[config.mk]
export PLATFORM = sky130hd
export DESIGN_NAME = id_ex_stage_buf_flat
export DESIGN_NICKNAME = d
export VERILOG_FILES = /design/src/rtl/id_ex_stage_buf_if.sv /design/src/rtl/id_ex_stage_buf.sv /design/src/flat_wrapper.sv
export SDC_FILE = /design/constraint.sdc
export NUM_CORES = 1
export LEC_CHECK = 0
export CAP_MARGIN = 0
export CORE_MARGIN = 4
export CORE_UTILIZATION = 54
export CTS_CLUSTER_DIAMETER = 40
export DETAILED_ROUTE_END_ITERATION = 7
export GPL_TIMING_DRIVEN = 1
export PLACE_DENSITY = 0.85
export SETUP_SLACK_MARGIN = 0.1
export SLEW_MARGIN = 20
export SYNTH_ARGS = -nofsm -noshare
export SYNTH_HDL_FRONTEND = slang
export SYNTH_SLANG_ARGS = --single-unit
[constraint.sdc]
create_clock -name clk -period 2.6 [get_ports clk]
set_input_delay 0.39 -clock clk [delete_from_list [all_inputs] [get_ports clk]]
set_output_delay 0.39 -clock clk [all_outputs]
set_load 0.01 [all_outputs]
[src/rtl/id_ex_stage_buf_if.sv]
// ID->EX packet channel: valid/ready handshake plus the per-lane decoded
// instruction payload. Lane 0 occupies the LSBs of every packed field.
//   valid/ready          handshake (master drives valid, slave drives ready)
//   lane_vld             per-lane instruction valid
//   ctrl                 per lane {memwrite,memread,memtoreg,alusrc,regwrite,aluop[1:0]}
//   rd/rs1/rs2           register indices (AW bits per lane)
//   rdata1/rdata2/imm    operands and immediate (DW bits per lane)
//   func3/func7          funct3 / funct7 per lane
interface id_ex_stage_buf_if #(
  parameter int unsigned LANES = 2,
  parameter int unsigned DW    = 8,
  parameter int unsigned AW    = 5
);
  logic                  valid;
  logic                  ready;
  logic [LANES-1:0]      lane_vld;
  logic [LANES*7-1:0]    ctrl;
  logic [LANES*AW-1:0]   rd;
  logic [LANES*AW-1:0]   rs1;
  logic [LANES*AW-1:0]   rs2;
  logic [LANES*DW-1:0]   rdata1;
  logic [LANES*DW-1:0]   rdata2;
  logic [LANES*DW-1:0]   imm;
  logic [LANES*3-1:0]    func3;
  logic [LANES*7-1:0]    func7;

  modport master (
    output valid, lane_vld, ctrl, rd, rs1, rs2, rdata1, rdata2, imm, func3, func7,
    input  ready
  );

  modport slave (
    input  valid, lane_vld, ctrl, rd, rs1, rs2, rdata1, rdata2, imm, func3, func7,
    output ready
  );
endinterface

[src/rtl/id_ex_stage_buf.sv]
// ID->EX pipeline boundary: 2-entry elastic buffer (main + skid) with a
// registered valid/ready handshake, synchronous flush, per-lane gating of the
// control bits and a saturating back-pressure cycle counter.
//   clk        rising-edge clock
//   reset      asynchronous active-low reset
//   flush      synchronous discard of both entries (branch/exception)
//   in_if      upstream packet channel from decode/regfile read (slave side)
//   out_if     downstream packet channel to ALU/forwarding (master side),
//              payload is the main entry
//   stall_cnt  cycles with out_valid & !out_ready, saturating, reset-only clear
module id_ex_stage_buf #(
  parameter int unsigned LANES = 2,
  parameter int unsigned DW    = 8,
  parameter int unsigned AW    = 5,
  parameter int unsigned CNT_W = 8
) (
  input  logic               clk,
  input  logic               reset,
  input  logic               flush,
  id_ex_stage_buf_if.slave   in_if,
  id_ex_stage_buf_if.master  out_if,
  output logic [CNT_W-1:0]   stall_cnt
);

  // Entry split into the part flush must clear (lane_vld + ctrl) and the
  // data/index part that flush leaves untouched.
  localparam int unsigned CW  = LANES * 8;
  localparam int unsigned DPW = LANES * (3 * AW + 3 * DW + 10);

  localparam logic [1:0] EMPTY = 2'd0;
  localparam logic [1:0] FULL  = 2'd1;
  localparam logic [1:0] SKID  = 2'd2;

  logic [1:0]         state;
  logic [CW-1:0]      in_c,   main_c, skid_c;
  logic [DPW-1:0]     in_d,   main_d, skid_d;
  logic [LANES*7-1:0] ctrl_g;
  logic               in_fire, out_fire;

  // Invalid lanes never carry live control into EX.
  always_comb begin
    ctrl_g = '0;
    for (int unsigned i = 0; i < LANES; i++) begin
      ctrl_g[i*7 +: 7] = in_if.ctrl[i*7 +: 7] & {7{in_if.lane_vld[i]}};
    end
  end

  assign in_c = {in_if.lane_vld, ctrl_g};
  assign in_d = {in_if.rd, in_if.rs1, in_if.rs2, in_if.rdata1, in_if.rdata2,
                 in_if.imm, in_if.func3, in_if.func7};

  assign {out_if.lane_vld, out_if.ctrl} = main_c;
  assign {out_if.rd, out_if.rs1, out_if.rs2, out_if.rdata1, out_if.rdata2,
          out_if.imm, out_if.func3, out_if.func7} = main_d;

  // Handshake outputs depend on registered state only.
  assign in_if.ready  = (state != SKID);
  assign out_if.valid = (state != EMPTY);

  assign in_fire  = in_if.valid & in_if.ready;
  assign out_fire = out_if.valid & out_if.ready;

  always_ff @(posedge clk or negedge reset) begin
    if (!reset) begin
      state  <= EMPTY;
      main_c <= '0;
      main_d <= '0;
      skid_c <= '0;
      skid_d <= '0;
    end else if (flush) begin
      state  <= EMPTY;
      main_c <= '0;
      skid_c <= '0;
    end else begin
      case (state)
        EMPTY: begin
          if (in_fire) begin
            main_c <= in_c;
            main_d <= in_d;
            state  <= FULL;
          end
        end
        FULL: begin
          if (in_fire && out_fire) begin
            main_c <= in_c;
            main_d <= in_d;
          end else if (in_fire) begin
            skid_c <= in_c;
            skid_d <= in_d;
            state  <= SKID;
          end else if (out_fire) begin
            state  <= EMPTY;
          end
        end
        SKID: begin
          if (out_fire) begin
            main_c <= skid_c;
            main_d <= skid_d;
            state  <= FULL;
          end
        end
        default: state <= EMPTY;
      endcase
    end
  end

  always_ff @(posedge clk or negedge reset) begin
    if (!reset) begin
      stall_cnt <= '0;
    end else if (out_if.valid && !out_if.ready && (stall_cnt != '1)) begin
      stall_cnt <= stall_cnt + 1'b1;
    end
  end

endmodule

[src/flat_wrapper.sv]
// flat-port wrapper written by rule: the top's interface ports become plain ports
module id_ex_stage_buf_flat 
#(
  parameter int unsigned LANES = 2,
  parameter int unsigned DW    = 8,
  parameter int unsigned AW    = 5,
  parameter int unsigned CNT_W = 8
)
  (clk, reset, flush, stall_cnt, in_if_valid, in_if_lane_vld, in_if_ctrl, in_if_rd, in_if_rs1, in_if_rs2, in_if_rdata1, in_if_rdata2, in_if_imm, in_if_func3, in_if_func7, in_if_ready, out_if_valid, out_if_lane_vld, out_if_ctrl, out_if_rd, out_if_rs1, out_if_rs2, out_if_rdata1, out_if_rdata2, out_if_imm, out_if_func3, out_if_func7, out_if_ready);
  id_ex_stage_buf_if #(.LANES(LANES), .DW(DW), .AW(AW)) in_if_i ();
  id_ex_stage_buf_if #(.LANES(LANES), .DW(DW), .AW(AW)) out_if_i ();
  input  logic clk;
  input  logic reset;
  input  logic flush;
  output logic [CNT_W-1:0] stall_cnt;
  input wire logic [$bits(in_if_i.valid)-1:0] in_if_valid;
  input wire logic [$bits(in_if_i.lane_vld)-1:0] in_if_lane_vld;
  input wire logic [$bits(in_if_i.ctrl)-1:0] in_if_ctrl;
  input wire logic [$bits(in_if_i.rd)-1:0] in_if_rd;
  input wire logic [$bits(in_if_i.rs1)-1:0] in_if_rs1;
  input wire logic [$bits(in_if_i.rs2)-1:0] in_if_rs2;
  input wire logic [$bits(in_if_i.rdata1)-1:0] in_if_rdata1;
  input wire logic [$bits(in_if_i.rdata2)-1:0] in_if_rdata2;
  input wire logic [$bits(in_if_i.imm)-1:0] in_if_imm;
  input wire logic [$bits(in_if_i.func3)-1:0] in_if_func3;
  input wire logic [$bits(in_if_i.func7)-1:0] in_if_func7;
  output wire logic [$bits(in_if_i.ready)-1:0] in_if_ready;
  output wire logic [$bits(out_if_i.valid)-1:0] out_if_valid;
  output wire logic [$bits(out_if_i.lane_vld)-1:0] out_if_lane_vld;
  output wire logic [$bits(out_if_i.ctrl)-1:0] out_if_ctrl;
  output wire logic [$bits(out_if_i.rd)-1:0] out_if_rd;
  output wire logic [$bits(out_if_i.rs1)-1:0] out_if_rs1;
  output wire logic [$bits(out_if_i.rs2)-1:0] out_if_rs2;
  output wire logic [$bits(out_if_i.rdata1)-1:0] out_if_rdata1;
  output wire logic [$bits(out_if_i.rdata2)-1:0] out_if_rdata2;
  output wire logic [$bits(out_if_i.imm)-1:0] out_if_imm;
  output wire logic [$bits(out_if_i.func3)-1:0] out_if_func3;
  output wire logic [$bits(out_if_i.func7)-1:0] out_if_func7;
  input wire logic [$bits(out_if_i.ready)-1:0] out_if_ready;
  assign in_if_i.valid = in_if_valid;
  assign in_if_i.lane_vld = in_if_lane_vld;
  assign in_if_i.ctrl = in_if_ctrl;
  assign in_if_i.rd = in_if_rd;
  assign in_if_i.rs1 = in_if_rs1;
  assign in_if_i.rs2 = in_if_rs2;
  assign in_if_i.rdata1 = in_if_rdata1;
  assign in_if_i.rdata2 = in_if_rdata2;
  assign in_if_i.imm = in_if_imm;
  assign in_if_i.func3 = in_if_func3;
  assign in_if_i.func7 = in_if_func7;
  assign in_if_ready = in_if_i.ready;
  assign out_if_valid = out_if_i.valid;
  assign out_if_lane_vld = out_if_i.lane_vld;
  assign out_if_ctrl = out_if_i.ctrl;
  assign out_if_rd = out_if_i.rd;
  assign out_if_rs1 = out_if_i.rs1;
  assign out_if_rs2 = out_if_i.rs2;
  assign out_if_rdata1 = out_if_i.rdata1;
  assign out_if_rdata2 = out_if_i.rdata2;
  assign out_if_imm = out_if_i.imm;
  assign out_if_func3 = out_if_i.func3;
  assign out_if_func7 = out_if_i.func7;
  assign out_if_i.ready = out_if_ready;
  id_ex_stage_buf #(.LANES(LANES), .DW(DW), .AW(AW), .CNT_W(CNT_W)) u_core (.clk(clk), .reset(reset), .flush(flush), .in_if(in_if_i), .out_if(out_if_i), .stall_cnt(stall_cnt));
endmodule
==> flow_summary.toml <==
[synth]
syn_inst = 905
synth_edf_count = 0
ys_warn_count = 0
synth-seq-cells = 238
yosysSeqAreaShare = 0.5733
avgSynthCellArea_sq_um = 11.48
synth_area_sq_mm = 0.01039
syn_nets = 1025
synth-main-ff-cell = "dfrtp_1"
async_flop_share = 1.000
yosysUniqueCellTypes = 35

[final_layout]
stdcell_area_sq_mm = 0.01428
n_antenna_cell = 0
drive_above_1_share = 0.2270
layout.area.seq_sq_mm = 0.005956
syn_to_final_growth_pct = 37.48
multiInputGateArea_sq_mm = 0.004154
n_fill_cell = 1179
final_common_cell = "nand2_1"
fin_nets = 1267
final_cell_mix = "nand2_1 (314), clkdlybuf4s50_1 (241), dfrtp_1 (238), mux2_2 (180), clkbuf_16 (31)"

[route]
wirelength_mm = 25.45
wl_met1_mm = 10.65
vias = 7681
dr_wl_met2_mm = 12.37
firstDrtPassIters = 4
ant_nets = 0
drt_iter0_drc = 366
drc = 0
maxUsedRoutingLayer = "met5"
wl_met3_mm = 1.704
viasPerCell = 5.364
wl_per_cell_um = 17.77

[sta]
fin_crit_sh = 0.8735
worst_pin_slew_ns = 0.6555
whs_ns = 0.3585
setup_viol = 0
timing.setup.tns_ns = 0
rsz0062_at_grt = "no"
fin_crit_ns = 2.271
finClkSkew_ns = 0.01721
slew_violations = 0
hold_viol = 0
fmax_ghz = 0.4403
slew_headroom = 0.5630

[clock_network]
cts.hold.buffers_added = 1
cts_resized = 0
cts_setup_buffers = 0
cts.clk_slew.worst_paths_ns = 0.05
clock_latency_ns = 0.55
numCtsBuffers = 31
clkSinkCount = 238
cts-root-buf = "clkbuf_16"
h-tree-depth = 1
cts_tree = "done"
clockBufferDepth = 3

[power_and_ir_drop]
power.share.clock = 0.375
p_leak_nw = 6.420
seq_power_share = 0.423
switching_power_w = 0.002990
power_density_mw_per_mm2 = 829.2
p_total_w = 0.01184
intPower_w = 0.008853
p_comb_frac = 0.202
peakVddDrop_uv = 616.4
swShare = 0.2524

[grt]
grt_max_degree = 116
grt_util_all_layers = 0.2346
grt_pass1_vias = 8133
overflow = 0
antenna_found_initial = 1
grt_pass1_wl_mm = 41.68

[place]
gp_congestion = 0.8063
place_hpwl_mm = 16.31
dpl-instance-area_sq_mm = 0.01316
port_buffers = 242

[die]
start_util = 0.5517
row_count = 50
coreArea_sq_mm = 0.01883
die_area_sq_mm = 0.02152
die_w_um = 146.7
ios = 243
fp.dieH_um = 146.7

[critical_path]
endpoint_kind = "output port"
crit_fanout = 7
regToRegSetupSlack_ns = 0.68
reg2reg_from = "u_core.state[0]"
crit_type = "reg -> out"
r2r_end = "u_core.skid_d[67]"
critical_path_required_ns = 2.21
r2r.worst_path.cells = 5
crit_start = "u_core.state[1]"
startpoint_type = "flip-flop"
cp_data_arrival_time_ns = 1.88
worstSetupEndpoint = "in_if_ready"

[outcome]
outcome = "complete, no violations"

[hold_path]
hp-class = "in -> async"

[job]
maxCapViolations = 0
==> cell families after synthesis <==
kind of cell / count (synthesis) / share of synthesized area
DFF: 238 / 0.5733
adders and majority gates: 1 / 0.001204
buffers and inverters: 56 / 0.02927
and+or+nand+nor: 345 / 0.1326
AOI/OAI and AO/OA: 60 / 0.04252
xor gates and xnor gates: 3 / 0.002530
muxes: 202 / 0.2186
==> Yosys cell counts (2+ instances only) <==
library cell | number | area, sq um
nor2b_1 | 2 | 12.51
a32o_1 | 14 | 140.1
xnor2_1 | 2 | 17.52
nand2_1 | 314 | 1179
buf_6 | 4 | 45.04
dfrtp_1 | 238 | 5956
and4_1 | 2 | 17.52
and3_1 | 16 | 100.1
buf_2 | 27 | 135.1
o21ai_0 | 3 | 15.01
a21oi_1 | 20 | 100.1
buf_4 | 8 | 60.06
mux2_2 | 180 | 2027
mux2_1 | 19 | 214.0
a22o_1 | 2 | 17.52
nor2_2 | 2 | 12.51
nand2b_1 | 2 | 12.51
mux2i_1 | 3 | 30.03
o31ai_1 | 16 | 120.1
clkbuf_1 | 16 | 60.06
==> power groups by stage <==
stage,combinational (W),sequential [W],clock [W]
after floorplan,0.000966,0.00511,0
after global placement,0.00233,0.00501,0
after detailed placement,0.00240,0.00505,0
after CTS,0.00243,0.00501,0.00451
after global routing,0.00258,0.00511,0.00467
final,0.00239,0.00501,0.00444
==> worst max-delay path, stage by stage (launching register included) <==
cell and delay [ns]:
dfrtp_1 0.45, nor2b_4 0.23, clkinv_2 0.10, clkdlybuf4s50_1 0.57
==> state kept, by name, summed over array words and instances, names as in the netlist <==
| signal | cells |
|---|---|
| u_core.skid_d | 98 |
| u_core.stall_cnt | 8 |
| u_core.main_c | 16 |
| u_core.state | 2 |
| u_core.main_d | 98 |
| u_core.skid_c | 16 |
==> worst min-delay path by stage <==
| stage | start | endpoint | slack, ns | depth (start not counted) |
|---|---|---|---|---|
| 3_3_place_gp | reset | u_core.skid_d[90] | 0.33 | 1 |
| 3_5_place_dp | reset | u_core.main_d[90] | 0.33 | 1 |
| 6_report | reset | u_core.skid_d[90] | 0.36 | 2 |
| 4_1_cts | reset | u_core.skid_d[90] | 0.35 | 2 |
| 5_1_grt | reset | u_core.main_d[90] | 0.38 | 2 |
| 2_1_floorplan | reset | u_core.main_c[0] | 0.09 | 0 |
==> through the flow <==
stage | worst slack, ns | util | std cells
after CTS | 0.3006 | 0.7585 | 1432
final | 0.3288 | 0.7585 | 1432
after global placement | 0.2848 | 0.6990 | 1373
after detailed placement | 0.2540 | 0.6990 | 1373
after global routing | 0.2488 | 0.7585 | 1432
after floorplan | 0.9220 | - | 905
==> cell type report <==
type,instances,share of cell area
repair buffers,264,0.1913
clock buffers,43,0.06378
well taps,260,0.02278
multi-input cells,611,0.2908
inverters,1,0.0003504
flip-flops and latches,238,0.4170
clock inverters,15,0.01393
==> layer usage <==
metal | vias up | track usage
li1 | 3561 | -
met1 | 3802 | 0.3091
met2 | 256 | 0.3927
met3 | 60 | 0.05059
met4 | 2 | 0.07197
met5 | - | 0
Note: power is estimated with default switching activity, not from simulation.
